`src/rtl/uart_rx_pkg.sv`:
```
// Shared UART definitions: default line settings, frame width, FSM state
// encodings and the clocks-per-bit derivation. Intended for reuse by uart_tx.
package uart_rx_pkg;

  localparam int unsigned DEF_CLK_FREQ = 12_000_000;
  localparam int unsigned DEF_BAUD     = 115_200;
  localparam int unsigned DATA_BITS    = 8;

  typedef enum logic [2:0] {
    ST_IDLE      = 3'd0,
    ST_START     = 3'd1,
    ST_DATA      = 3'd2,
    ST_PARITY    = 3'd3,
    ST_STOP      = 3'd4,
    ST_WAIT_HIGH = 3'd5
  } state_e;

  // Integer clocks per serial bit.
  function automatic int unsigned clks_per_bit(input int unsigned clk_freq,
                                               input int unsigned baud);
    return clk_freq / baud;
  endfunction

endpackage

```
`src/rtl/uart_rx_if.sv`:
```
// Received-byte sink interface: valid/ready byte handshake plus error pulses.
//   o_data       received byte, stable while o_valid=1
//   o_valid      byte available
//   i_ready      sink accepts o_data when o_valid && i_ready
//   o_frame_err  one-cycle pulse, stop bit sampled low
//   o_overrun    one-cycle pulse, byte completed while previous still pending
//   o_parity_err one-cycle pulse, parity mismatch (UART_RX_PARITY_EN only)
// Optional feature macro: UART_RX_PARITY_EN.
interface uart_rx_if;

  logic [uart_rx_pkg::DATA_BITS-1:0] o_data;
  logic                              o_valid;
  logic                              i_ready;
  logic                              o_frame_err;
  logic                              o_overrun;
`ifdef UART_RX_PARITY_EN
  logic                              o_parity_err;
`endif

  modport master (
    input  i_ready,
    output o_data, o_valid, o_frame_err, o_overrun
`ifdef UART_RX_PARITY_EN
    , output o_parity_err
`endif
  );

  modport slave (
    output i_ready,
    input  o_data, o_valid, o_frame_err, o_overrun
`ifdef UART_RX_PARITY_EN
    , input o_parity_err
`endif
  );

endinterface

```
`src/rtl/uart_rx_sync_2ff.sv`:
```
// Two-flop synchroniser for asynchronous input pins.
//   clk_i   sampling clock
//   rst_ni  asynchronous active-low reset, both flops load RST_VAL
//   d_i     asynchronous input
//   q_o     synchronised output (2-cycle latency)
module uart_rx_sync_2ff #(
  parameter int unsigned     WIDTH   = 1,
  parameter logic [WIDTH-1:0] RST_VAL = '1
) (
  input  logic             clk_i,
  input  logic             rst_ni,
  input  logic [WIDTH-1:0] d_i,
  output logic [WIDTH-1:0] q_o
);

  logic [WIDTH-1:0] meta_q;
  logic [WIDTH-1:0] sync_q;

  always_ff @(posedge clk_i or negedge rst_ni) begin
    if (!rst_ni) begin
      meta_q <= RST_VAL;
      sync_q <= RST_VAL;
    end else begin
      meta_q <= d_i;
      sync_q <= meta_q;
    end
  end

  assign q_o = sync_q;

endmodule

```
`src/rtl/uart_rx.sv`:
```
// UART receiver: deserialises an idle-high, LSB-first 8N1 line into bytes
// delivered over a valid/ready handshake.
//   i_clk    system clock
//   i_rst_n  asynchronous active-low reset
//   i_rx     raw serial line, asynchronous to i_clk
//   bus      uart_rx_if.master: o_data/o_valid/i_ready, o_frame_err,
//            o_overrun, and o_parity_err when UART_RX_PARITY_EN is defined.
// Optional feature macro: UART_RX_PARITY_EN adds an even-parity bit between
// the data bits and the stop bit.
module uart_rx
  import uart_rx_pkg::*;
#(
  parameter int unsigned CLK_FREQ = DEF_CLK_FREQ,
  parameter int unsigned BAUD     = DEF_BAUD
) (
  input  logic      i_clk,
  input  logic      i_rst_n,
  input  logic      i_rx,
  uart_rx_if.master bus
);

  localparam int unsigned CLKS_PER_BIT = clks_per_bit(CLK_FREQ, BAUD);
  localparam int unsigned CNT_W        = $clog2(CLKS_PER_BIT);
  localparam int unsigned HALF_M1      = CLKS_PER_BIT / 2 - 1;
  localparam int unsigned BIT_W        = $clog2(DATA_BITS);

  if (CLKS_PER_BIT < 4) begin : g_cpb_too_small
    $error("uart_rx: CLKS_PER_BIT must be at least 4");
  end

  logic rx_s;

  uart_rx_sync_2ff #(
    .WIDTH   (1),
    .RST_VAL (1'b1)
  ) u_sync (
    .clk_i  (i_clk),
    .rst_ni (i_rst_n),
    .d_i    (i_rx),
    .q_o    (rx_s)
  );

  state_e               state_q, state_d;
  logic [CNT_W-1:0]     cnt_q, cnt_d;
  logic [BIT_W-1:0]     bit_q, bit_d;
  logic [DATA_BITS-1:0] shift_q, shift_d;
  logic [DATA_BITS-1:0] data_q, data_d;
  logic                 valid_q, valid_d;
  logic                 ferr_q, ferr_d;
  logic                 ovr_q, ovr_d;
  logic                 tick_c;
  logic                 done_c;
`ifdef UART_RX_PARITY_EN
  logic                 par_bad_q, par_bad_d;
  logic                 perr_q, perr_d;
`endif

  // Baud counter reaches its last count: one bit period since the last sample.
  assign tick_c = (cnt_q == CNT_W'(CLKS_PER_BIT - 1));

  // State and datapath registers.
  always_ff @(posedge i_clk or negedge i_rst_n) begin
    if (!i_rst_n) begin
      state_q   <= ST_IDLE;
      cnt_q     <= '0;
      bit_q     <= '0;
      shift_q   <= '0;
      data_q    <= '0;
      valid_q   <= 1'b0;
      ferr_q    <= 1'b0;
      ovr_q     <= 1'b0;
`ifdef UART_RX_PARITY_EN
      par_bad_q <= 1'b0;
      perr_q    <= 1'b0;
`endif
    end else begin
      state_q   <= state_d;
      cnt_q     <= cnt_d;
      bit_q     <= bit_d;
      shift_q   <= shift_d;
      data_q    <= data_d;
      valid_q   <= valid_d;
      ferr_q    <= ferr_d;
      ovr_q     <= ovr_d;
`ifdef UART_RX_PARITY_EN
      par_bad_q <= par_bad_d;
      perr_q    <= perr_d;
`endif
    end
  end

  // Next-state, bit sampling and output handshake.
  always_comb begin
    state_d   = state_q;
    cnt_d     = tick_c ? '0 : cnt_q + CNT_W'(1);
    bit_d     = bit_q;
    shift_d   = shift_q;
    data_d    = data_q;
    valid_d   = valid_q;
    ferr_d    = 1'b0;
    ovr_d     = 1'b0;
    done_c    = 1'b0;
`ifdef UART_RX_PARITY_EN
    par_bad_d = par_bad_q;
    perr_d    = 1'b0;
`endif

    unique case (state_q)
      ST_IDLE: begin
        cnt_d = '0;
        if (!rx_s) begin
          state_d   = ST_START;
          bit_d     = '0;
`ifdef UART_RX_PARITY_EN
          par_bad_d = 1'b0;
`endif
        end
      end
      ST_START: begin
        // Mid start bit; a high line here was a glitch.
        if (cnt_q == CNT_W'(HALF_M1)) begin
          cnt_d   = '0;
          state_d = rx_s ? ST_IDLE : ST_DATA;
        end
      end
      ST_DATA: begin
        if (tick_c) begin
          shift_d = {rx_s, shift_q[DATA_BITS-1:1]};
          bit_d   = bit_q + BIT_W'(1);
          if (bit_q == BIT_W'(DATA_BITS - 1)) begin
`ifdef UART_RX_PARITY_EN
            state_d = ST_PARITY;
`else
            state_d = ST_STOP;
`endif
          end
        end
      end
`ifdef UART_RX_PARITY_EN
      ST_PARITY: begin
        // Even parity: data bits plus parity bit must XOR to zero.
        if (tick_c) begin
          par_bad_d = ^{shift_q, rx_s};
          perr_d    = ^{shift_q, rx_s};
          state_d   = ST_STOP;
        end
      end
`endif
      ST_STOP: begin
        // Leave at the stop midpoint so an immediately following start bit is seen.
        if (tick_c) begin
          if (rx_s) begin
            state_d = ST_IDLE;
`ifdef UART_RX_PARITY_EN
            done_c  = !par_bad_q;
`else
            done_c  = 1'b1;
`endif
          end else begin
            ferr_d  = 1'b1;
            state_d = ST_WAIT_HIGH;
          end
        end
      end
      ST_WAIT_HIGH: begin
        cnt_d = '0;
        if (rx_s) begin
          state_d = ST_IDLE;
        end
      end
      default: begin
        state_d = ST_IDLE;
      end
    endcase

    // An accept clears valid unless a new byte lands in the same cycle.
    if (valid_q && bus.i_ready) begin
      valid_d = 1'b0;
    end
    if (done_c) begin
      if (valid_q && !bus.i_ready) begin
        ovr_d = 1'b1;
      end else begin
        data_d  = shift_q;
        valid_d = 1'b1;
      end
    end
  end

  assign bus.o_data      = data_q;
  assign bus.o_valid     = valid_q;
  assign bus.o_frame_err = ferr_q;
  assign bus.o_overrun   = ovr_q;
`ifdef UART_RX_PARITY_EN
  assign bus.o_parity_err = perr_q;
`endif

endmodule

```
`src/flat_wrapper.sv`:
```
// flat-port wrapper written by rule: the top's interface ports become plain ports
module uart_rx_flat import uart_rx_pkg::*;
#(
  parameter int unsigned CLK_FREQ = DEF_CLK_FREQ,
  parameter int unsigned BAUD     = DEF_BAUD
)
  (i_clk, i_rst_n, i_rx, bus_i_ready, bus_o_data, bus_o_valid, bus_o_frame_err, bus_o_overrun);
  uart_rx_if bus_i ();
  input  logic i_clk;
  input  logic i_rst_n;
  input  logic i_rx;
  input wire logic [$bits(bus_i.i_ready)-1:0] bus_i_ready;
  output wire logic [$bits(bus_i.o_data)-1:0] bus_o_data;
  output wire logic [$bits(bus_i.o_valid)-1:0] bus_o_valid;
  output wire logic [$bits(bus_i.o_frame_err)-1:0] bus_o_frame_err;
  output wire logic [$bits(bus_i.o_overrun)-1:0] bus_o_overrun;
  assign bus_i.i_ready = bus_i_ready;
  assign bus_o_data = bus_i.o_data;
  assign bus_o_valid = bus_i.o_valid;
  assign bus_o_frame_err = bus_i.o_frame_err;
  assign bus_o_overrun = bus_i.o_overrun;
  uart_rx #(.CLK_FREQ(CLK_FREQ), .BAUD(BAUD)) u_core (.i_clk(i_clk), .i_rst_n(i_rst_n), .i_rx(i_rx), .bus(bus_i));
endmodule
```
`config.mk`:
```
export PLATFORM = sky130hd
export DESIGN_NAME = uart_rx_flat
export DESIGN_NICKNAME = d
export VERILOG_FILES = /design/src/rtl/uart_rx_pkg.sv /design/src/rtl/uart_rx_if.sv /design/src/rtl/uart_rx_sync_2ff.sv /design/src/rtl/uart_rx.sv /design/src/flat_wrapper.sv
export SDC_FILE = /design/constraint.sdc
export NUM_CORES = 1
export LEC_CHECK = 0
export CAP_MARGIN = 20
export CORE_UTILIZATION = 40
export CTS_CLUSTER_SIZE = 10
export DETAILED_ROUTE_END_ITERATION = 8
export HOLD_SLACK_MARGIN = 0.12
export PLACE_DENSITY_LB_ADDON = 0.25
export SYNTH_ARGS = -nofsm -noshare
export SYNTH_HDL_FRONTEND = slang
export SYNTH_SLANG_ARGS = --single-unit
```
`constraint.sdc`:
```
create_clock -name i_clk -period 2.46 [get_ports i_clk]
set_input_delay 0.615 -clock i_clk [delete_from_list [all_inputs] [get_ports i_clk]]
set_output_delay 0.615 -clock i_clk [all_outputs]
set_load 0.005 [all_outputs]
```
==> results.cfg, run 1 <==
[status]
status = finished, final reports clean

[timing]
relSlewSlack_pct = 69.1
tns_ns = 0
period_share_pct = 77.4
rsz0062_at_grt = false
min_period_ns = 1.91
max_freq_mhz = 525
drv_slew = 0
whs_ns = 0.358
hold_violations = 0
worst_slew_pin_slew_ns = 0.464
skew_ns = 0.00948
fin_ws_ns = 0.555
setup_viol = 0

[cts]
root_buffer = clkbuf_8
clockBufferDepth = 2
cts_hold_buf = 0
post_cts_buffers = 0
h-tree-depth = 2
cts_tree = built
path_clk_slew_ns = 0.07
clock_sinks = 34
cts_buffers = 5
cts_resized = 0
insertion_delay_ns = 0.29

[logic_synthesis]
yosysTopAreaCell = dfrtp_1
yosysMostFrequentCell = dfrtp_1
synth_top_flop_cell = dfrtp_1
ys_ff_latch = 34
synth_edf_count = 0
synthTopCellsByCount = dfrtp_1, mux2_2, nand3_1, nor2_1, nand2_1
synthArstFlopShare_pct = 100
netlist_area_um2 = 1520
synthCells = 123
ys_seq_area_share_pct = 56.1
syn_area_per_cell_um2 = 12.4
synth_cell_types = 34
syn_nets = 131
yosysWarnings = 0
yosys-top-cells-area = dfrtp_1, mux2_2, nand3_1
synth_top_area_share_pct = 52.7

[die]
dieArea_um2 = 4050
num_io_pins = 15
coreArea_um2 = 3660
dieHeight_um = 63.7
core.rowCount = 22
die_w_um = 63.7
initial_core_util_pct = 41.5

[detailed_routing]
wl_per_cell_um = 14.0
antenna_left = 0
drt-initial-drc-count = 63
drtPass1Iterations = 3
vias = 969
drc = 0
wl_mm = 2.68
viasPerCell = 5.07

[setup_path]
end_kind = flip-flop
start_kind = flip-flop
arrival_ns = 2.09
critPathKind = reg -> reg
crit_fanout = 8
cp.required_ns = 2.64

[final_layout]
drive_gt1_share_pct = 25.2
nNetsFinal = 150
multi_input_area_um2 = 639
area_growth_pct = 21.7
fillerInstances = 340
regArea_um2 = 853
n_antenna_cell = 0

[placement]
dp_hpwl_mm = 1.87
gp_congestion = 0.705
port_buffers = 14
dp_slack_ns = 0.445

[global_route]
grt_max_degree = 35
gr-usage-all-layers_pct = 16.2
grt_pass1_vias = 1004
grt_pass1_wl_mm = 4.76
antenna_found_initial = 0
grt-ovfl-total = 0

[worst_hold_path]
hp-class = reg -> reg

[run]
maxCapViolations = 0

[power_and_ir_drop]
power_leakage_nw = 0.886
total_power_mw = 1.22
power_density_nw_per_um2 = 660
ir_drop_mv = 0.332
sequential cells by signal (all words and copies together) (netlist names):
register / count
u_core.u_sync.q_o: 1
u_core.state_q: 3
u_core.u_sync.meta_q: 1
u_core.bus.o_overrun: 1
u_core.bus.o_valid: 1
u_core.shift_q: 8
u_core.cnt_q: 7
u_core.bus.o_data: 8
u_core.bit_q: 3
u_core.bus.o_frame_err: 1
critical path: stages (launching register included):
cell and delay, ns:
dfrtp_1 0.42, ha_1 0.20, and3b_2 0.21, and3_1 0.37, nand4_4 0.25, mux2_4 0.35
cell type report:
class,instances,area share (%)
well taps,48,3.25
flip-flops and latches,34,46.1
clock inverters,2,3.25
inverters,2,0.406
clock buffers,6,4.46
multi-input cells,84,34.6
repair buffers,15,7.98
routing by layer:
layer	vias up	track usage [%]	wire length [um]
met5	-	0	0
met4	0	9.38	53
met3	6	5.43	72
met2	13	24.7	1280
met1	486	19.6	1280
li1	464	-	-
report_power, final:
| group | switching, mW | internal (mW) | total [mW] |
|---|---|---|---|
| clock | 0.207 | 0.432 | 0.639 |
| sequential | 0.00148 | 0.562 | 0.563 |
| combinational | 0.0123 | 0.00620 | 0.0185 |
| total | 0.221 | 1.00 | 1.22 |
metrics by stage:
step / util, % / cell area [um2] / instances
final: 50.5 / 1850 / 191
after global placement: 46.7 / 1710 / 183
after detailed placement: 46.7 / 1710 / 183
after global routing: 50.5 / 1850 / 191
after floorplan: - / 1520 / 123
after CTS: 50.5 / 1850 / 191
path summary, 6_finish.rpt:
check	startpoint	endpoint	slack (ns)	depth (start not counted)
worst max-delay path	u_core.cnt_q[0]$_DFF_PN0_	u_core.bus.o_data[6]$_DFFE_PN0P_	0.55	5
max in group asynchronous	i_rst_n	u_core.u_sync.meta_q$_DFF_PN1_	1.39	2
worst max register to register	u_core.cnt_q[0]$_DFF_PN0_	u_core.bus.o_data[6]$_DFFE_PN0P_	0.55	5
worst min-delay path	u_core.u_sync.meta_q$_DFF_PN1_	u_core.u_sync.q_o$_DFF_PN1_	0.36	0
min in group asynchronous	i_rst_n	u_core.bus.o_data[0]$_DFFE_PN0P_	0.73	2
worst min register to register	u_core.u_sync.meta_q$_DFF_PN1_	u_core.u_sync.q_o$_DFF_PN1_	0.36	0
cell usage in the layout (no fill, tap or decap), types with 2 or more instances in the layout:
master and count:
inv_1 2, o21ai_0 3, xor2_1 4, clkbuf_8 6
nor3b_1 2, bufinv_16 2, nor2b_1 2, and2b_2 2
dfrtp_1 32, mux2_2 15, nor2_1 10, and3_1 2
ha_1 4, nand2b_1 3, nand2_1 6, dfstp_2 2
clkdlybuf4s50_1 14, nand3_1 15
kinds of logic (layout without fill, tap and decap cells):
family | count (synthesis) | after routing | synth area share [%]
compound gates | 7 | 7 | 2.96
fa+ha+maj | 4 | 4 | 3.29
flops | 34 | 34 | 56.1
mux | 16 | 16 | 12.1
simple gates | 52 | 52 | 20.8
buf+inv | 5 | 25 | 1.81
xor+xnor | 5 | 5 | 2.88
(Power assumes the default switching activity.)
==> inputs of run 2 (changes only) <==
==> constraint.sdc (replaced) <==
create_clock -name i_clk -period 1.9 [get_ports i_clk]
set_input_delay 0.475 -clock i_clk [delete_from_list [all_inputs] [get_ports i_clk]]
set_output_delay 0.475 -clock i_clk [all_outputs]
set_load 0.005 [all_outputs]
==> run 2 against run 1 <==
Net effect: register-to-register slack worse by 0.41 ns; cell area is 0.34% lower; sequential power is 30% higher; flip-flop and latch count stayed put; via count is 1.3% lower; setup slack worse by 0.41 ns; first-iteration DRC count is 41% lower; global-route usage is 1.0 points lower; highest routed layer unchanged.
==> results.cfg, run 2 (synthesis gave the netlist of run 1 again) <==
[placement]
dp_hpwl_mm = 1.72
port_buffers = 14
gp_congestion = 0.743

[power_and_ir_drop]
sw_frac_of_total_pct = 18.7
power_density_nw_per_um2 = 770
p_seq_share_pct = 51.4
internal-power_mw = 1.16
comb_power_share_pct = 1.7
ir_drop_mv = 0.422
power_leakage_nw = 0.887
switchingPower_mw = 0.266
clock_power_share_pct = 47.0

[die]
core.rowCount = 22
num_io_pins = 15
dieArea_um2 = 4050
die_w_um = 63.7
dieHeight_um = 63.7
initial_core_util_pct = 41.5
coreArea_um2 = 3660

[timing]
worst_slew_pin_slew_ns = 0.448
whs_ns = 0.356
tns_ns = 0
relSlewSlack_pct = 69.9
hold_violations = 0
min_period_ns = 1.75
drv_slew = 0
period_share_pct = 92.3
max_freq_mhz = 570
skew_ns = 0.00666
setup_viol = 0
rsz0062_at_grt = false

[run]
maxCapViolations = 0

[setup_path]
reg2reg_slack_ns = 0.15
start_kind = flip-flop
reg2reg_to = u_core.bus.o_data[1]$_DFFE_PN0P_
cp.required_ns = 2.07
worstReg2RegStart = u_core.cnt_q[1]$_DFF_PN0_
crit_fanout = 8
arrival_ns = 1.93
end_kind = flip-flop
critPathKind = reg -> reg
worst-r2r-cell-count = 5

[detailed_routing]
vias = 956
drtPass1Iterations = 4
wl_mm = 2.46
drc = 0
drt-initial-drc-count = 37
antenna_left = 0
wl_per_cell_um = 12.7
viasPerCell = 4.95

[final_layout]
fillerInstances = 328
drive_gt1_share_pct = 26.9
final_common_cell = dfrtp_1
final_cell_mix = dfrtp_1, nand3_1, mux2_2, clkdlybuf4s50_1, nor2_1
nNetsFinal = 153
area_growth_pct = 21.3
n_antenna_cell = 0
regArea_um2 = 853
multi_input_area_um2 = 641

[status]
status = finished, final reports clean

[global_route]
gr-usage-all-layers_pct = 15.1
grt-ovfl-total = 0
grt_pass1_vias = 992
antenna_found_initial = 0
grt_pass1_wl_mm = 4.55
grt_max_degree = 35

[cts]
cts_tree = built
root_buffer = clkbuf_8
insertion_delay_ns = 0.29
cts_buffers = 5
clock_sinks = 34
path_clk_slew_ns = 0.07
h-tree-depth = 2
post_cts_buffers = 0
clockBufferDepth = 2

[worst_hold_path]
worst_hold_path.num_cells = 0
hp-start = u_core.u_sync.meta_q$_DFF_PN1_
hold_path_end = u_core.u_sync.q_o$_DFF_PN1_
hp-class = reg -> reg
-- run 2: changes by cell type in the layout (fill, tap and decap cells not counted) --
| cell | previous run | this run |
|---|---|---|
| buf_4 | 1 | 4 |
| and3_1 | 2 | 1 |
| and3_2 | 1 | 2 |
| bufinv_16 | 2 | 1 |
-- run 2: repair_timing --
| action | CTS | global route |
|---|---|---|
| endpoints found under the hold margin | 0 | 0 |
| resized for setup | 0 | 1 |
| setup endpoints to repair | 0 | 16 |
| hold buffers | 0 | 0 |
-- run 2: stage by stage --
stage          area, um2  power [mW]  utilization (%)  setup WS, ns  cells
6_report            1840        1.42             50.4         0.145    193
5_1_grt             1840        1.48             50.4        0.0575    193
4_1_cts             1840        1.44             50.3        0.0216    193
3_5_place_dp        1730       0.768             47.3        0.0281    186
3_3_place_gp        1730       0.768             47.3        0.0511    186
2_1_floorplan       1520       0.745                -         0.192    123
-- run 2: final cells by class --
cell class                 instances  area share, %
sequential                        34           46.3
clock buffer                       6           4.48
inverter                           2          0.407
tap                               48           3.26
timing repair buffer              18           9.23
multi-input combinational         84           34.7
clock inverter                     1           1.63
-- run 2: worst max path at each step --
stage,startpoint,end,slack (ns),cells after the start
after global routing,u_core.cnt_q[1]$_DFF_PN0_,u_core.bus.o_data[6]$_DFFE_PN0P_,0.06,5
after CTS,u_core.cnt_q[1]$_DFF_PN0_,u_core.bus.o_data[6]$_DFFE_PN0P_,0.02,5
after detailed placement,bus_i_ready,u_core.bus.o_data[1]$_DFFE_PN0P_,0.03,4
after floorplan,u_core.cnt_q[0]$_DFF_PN0_,u_core.bus.o_data[0]$_DFFE_PN0P_,0.19,6
after global placement,bus_i_ready,u_core.bus.o_data[5]$_DFFE_PN0P_,0.05,4
final,u_core.cnt_q[1]$_DFF_PN0_,u_core.bus.o_data[1]$_DFFE_PN0P_,0.15,5
-- run 2: worst max-delay path: stages, from the launching register on --
cell     delay (ns)
dfrtp_1        0.41
ha_1           0.22
and3b_2        0.20
and3_2         0.27
nand4_4        0.18
mux2_2         0.36
-- run 2: metal layers --
layer | global-route usage, % | part of all wire [%] | up-vias
met5 | 0 | 0 | -
met4 | 9.38 | 2.6 | 0
met3 | 5.43 | 3.9 | 6
met2 | 21.8 | 45 | 17
met1 | 19.1 | 48 | 462
li1 | - | - | 471
-- run 2: power groups by stage --
| stage | combinational [mW] | sequential [mW] | clock, mW |
|---|---|---|---|
| final | 0.0237 | 0.730 | 0.667 |
| after detailed placement | 0.0254 | 0.743 | 0 |
| after floorplan | 0.00271 | 0.743 | 0 |
| after global routing | 0.0280 | 0.730 | 0.721 |
| after CTS | 0.0252 | 0.730 | 0.689 |
| after global placement | 0.0246 | 0.743 | 0 |
==> inputs of run 3 (changes only) <==
--- a/config.mk
+++ b/config.mk
@@ -6,11 +6,13 @@
 export NUM_CORES = 1
 export LEC_CHECK = 0
 export CAP_MARGIN = 20
+export CORE_ASPECT_RATIO = 1.2
 export CORE_UTILIZATION = 40
 export CTS_CLUSTER_SIZE = 10
 export DETAILED_ROUTE_END_ITERATION = 8
 export HOLD_SLACK_MARGIN = 0.12
 export PLACE_DENSITY_LB_ADDON = 0.25
+export SETUP_SLACK_MARGIN = 0.1
 export SYNTH_ARGS = -nofsm -noshare
 export SYNTH_HDL_FRONTEND = slang
 export SYNTH_SLANG_ARGS = --single-unit
==> run 3 against run 2 <==
Net effect: flip-flop and latch count is the same; setup slack improved by 0.11 ns; final cell count grew 3.1%; routed wire length is 5.4% higher; largest cell class unchanged; first-iteration DRC count decreased by 68%; power is 9.7% higher; critical endpoint unchanged; clock skew is 0.0025 ns lower; core utilization up 2.0 points.
==> results.cfg, run 3 (synthesis gave the netlist of run 1 again) <==
[cts]
path_clk_slew_ns = 0.07
clockBufferDepth = 2
insertion_delay_ns = 0.29
root_buffer = clkbuf_8
cts_tree = built
h-tree-depth = 2
clock_sinks = 34
cts_buffers = 5
post_cts_buffers = 0

[timing]
whs_ns = 0.356
fin_ws_ns = 0.260
hold_violations = 0
worst_slew_pin_slew_ns = 0.342
min_period_ns = 1.64
setup_viol = 0
relSlewSlack_pct = 77.1
max_freq_mhz = 610
period_share_pct = 86.3
tns_ns = 0
skew_ns = 0.00415
drv_slew = 0
rsz0062_at_grt = false

[detailed_routing]
drt-initial-drc-count = 12
antenna_left = 0
wl_met3_um = 102
viasPerCell = 4.94
wl_mm = 2.59
drt-met1-wl_mm = 1.03
top_layer_used = met4
drc = 0
drtPass1Iterations = 4
vias = 983
wl_per_cell_um = 13.0
met2WireLength_mm = 1.39

[worst_hold_path]
hp-class = reg -> reg

[global_route]
antenna_found_initial = 0
grt_pass1_vias = 1025
grt-ovfl-total = 0
grt_pass1_wl_mm = 4.62
gr-usage-all-layers_pct = 15.6
grt_max_degree = 35

[final_layout]
final_common_cell = dfrtp_1
n_antenna_cell = 0
fin_cells = 199
drive_gt1_share_pct = 28.6
final_cell_mix = dfrtp_1, nand3_1, mux2_2, clkdlybuf4s50_1, nor2_1
area_growth_pct = 25.1
final_util_pct = 52.3
fillerInstances = 325
nNetsFinal = 154

[status]
status = finished, final reports clean

[setup_path]
crit_fanout = 8
critical_path.top_delay_family = simple AND/OR/NAND/NOR gates
worst_path_max_delay_cell = dfrtp_1
worst-path-buf-inv = 0
max_stage_delay_ns = 0.38
reg2reg_slack_ns = 0.26
end_kind = flip-flop
arrival_ns = 1.82
worstPathCellList = ha_1 > and3b_2 > and3_4 > nand4_4 > mux2_2
cp.required_ns = 2.08
start_kind = flip-flop
critPathKind = reg -> reg

[die]
dieHeight_um = 69.5
coreArea_um2 = 3630
initial_core_util_pct = 41.8
num_io_pins = 15
dieArea_um2 = 4050
die_w_um = 58.3
core.rowCount = 24

[power_and_ir_drop]
power_leakage_nw = 0.909
ir_drop_mv = 0.611
power_density_nw_per_um2 = 819

[placement]
dp_hpwl_mm = 1.86
dp.cells = 191
gp_congestion = 0.715
port_buffers = 14
dp_slack_ns = 0.0339

[run]
maxCapViolations = 0
## run 3: cell count changes in the layout (fill, tap and decap cells not counted), sizes merged
cell,previous run,this run
buf,4,5
bufinv,1,2
clkbuf,6,5
clkinv,0,1
## run 3: power by group
part           leakage [nW]  switching (mW)  internal (mW)
Clock                0.0683           0.276          0.526
Sequential            0.453         0.00212          0.727
Combinational         0.387          0.0162         0.0109
Total                 0.909           0.295           1.26
## run 3: metal layers
| layer | track usage [%] | up-vias |
|---|---|---|
| li1 | - | 475 |
| met1 | 17.1 | 487 |
| met2 | 25.8 | 15 |
| met3 | 5.22 | 6 |
| met4 | 8.99 | 0 |
| met5 | 0 | - |
## run 3: final cells by class
cell class	instances	area, um2	share of cell area (%)
sequential	34	853	44.9
tap	52	65.1	3.42
multi-input combinational	84	648	34.1
clock inverter	3	68.8	3.62
timing repair buffer	19	190	10.0
inverter	2	7.51	0.395
clock buffer	5	68.8	3.62
## run 3: metrics by stage
step / power, mW / area (um2)
after global routing: 1.61 / 1900
after floorplan: 0.745 / 1520
after global placement: 0.771 / 1760
final: 1.56 / 1900
after detailed placement: 0.772 / 1760
after CTS: 1.58 / 1890
## run 3: repair_timing
item | 4_1_cts | 5_1_grt
setup endpoints to repair | 3 | 9
pin swaps | 0 | 1
gates resized for setup | 1 | 2
cloned | 0 | 0
hold buffers | 0 | 0
## run 3: path summary, 6_finish.rpt
kind	from	endpoint	depth (start not counted)
worst max-delay path	u_core.cnt_q[0]$_DFF_PN0_	u_core.bus.o_data[1]$_DFFE_PN0P_	5
worst min-delay path	u_core.u_sync.meta_q$_DFF_PN1_	u_core.u_sync.q_o$_DFF_PN1_	0
max in group asynchronous	i_rst_n	u_core.u_sync.q_o$_DFF_PN1_	2
worst max register to register	u_core.cnt_q[0]$_DFF_PN0_	u_core.bus.o_data[1]$_DFFE_PN0P_	5
min in group asynchronous	i_rst_n	u_core.bus.o_overrun$_DFF_PN0_	2
worst min register to register	u_core.u_sync.meta_q$_DFF_PN1_	u_core.u_sync.q_o$_DFF_PN1_	0
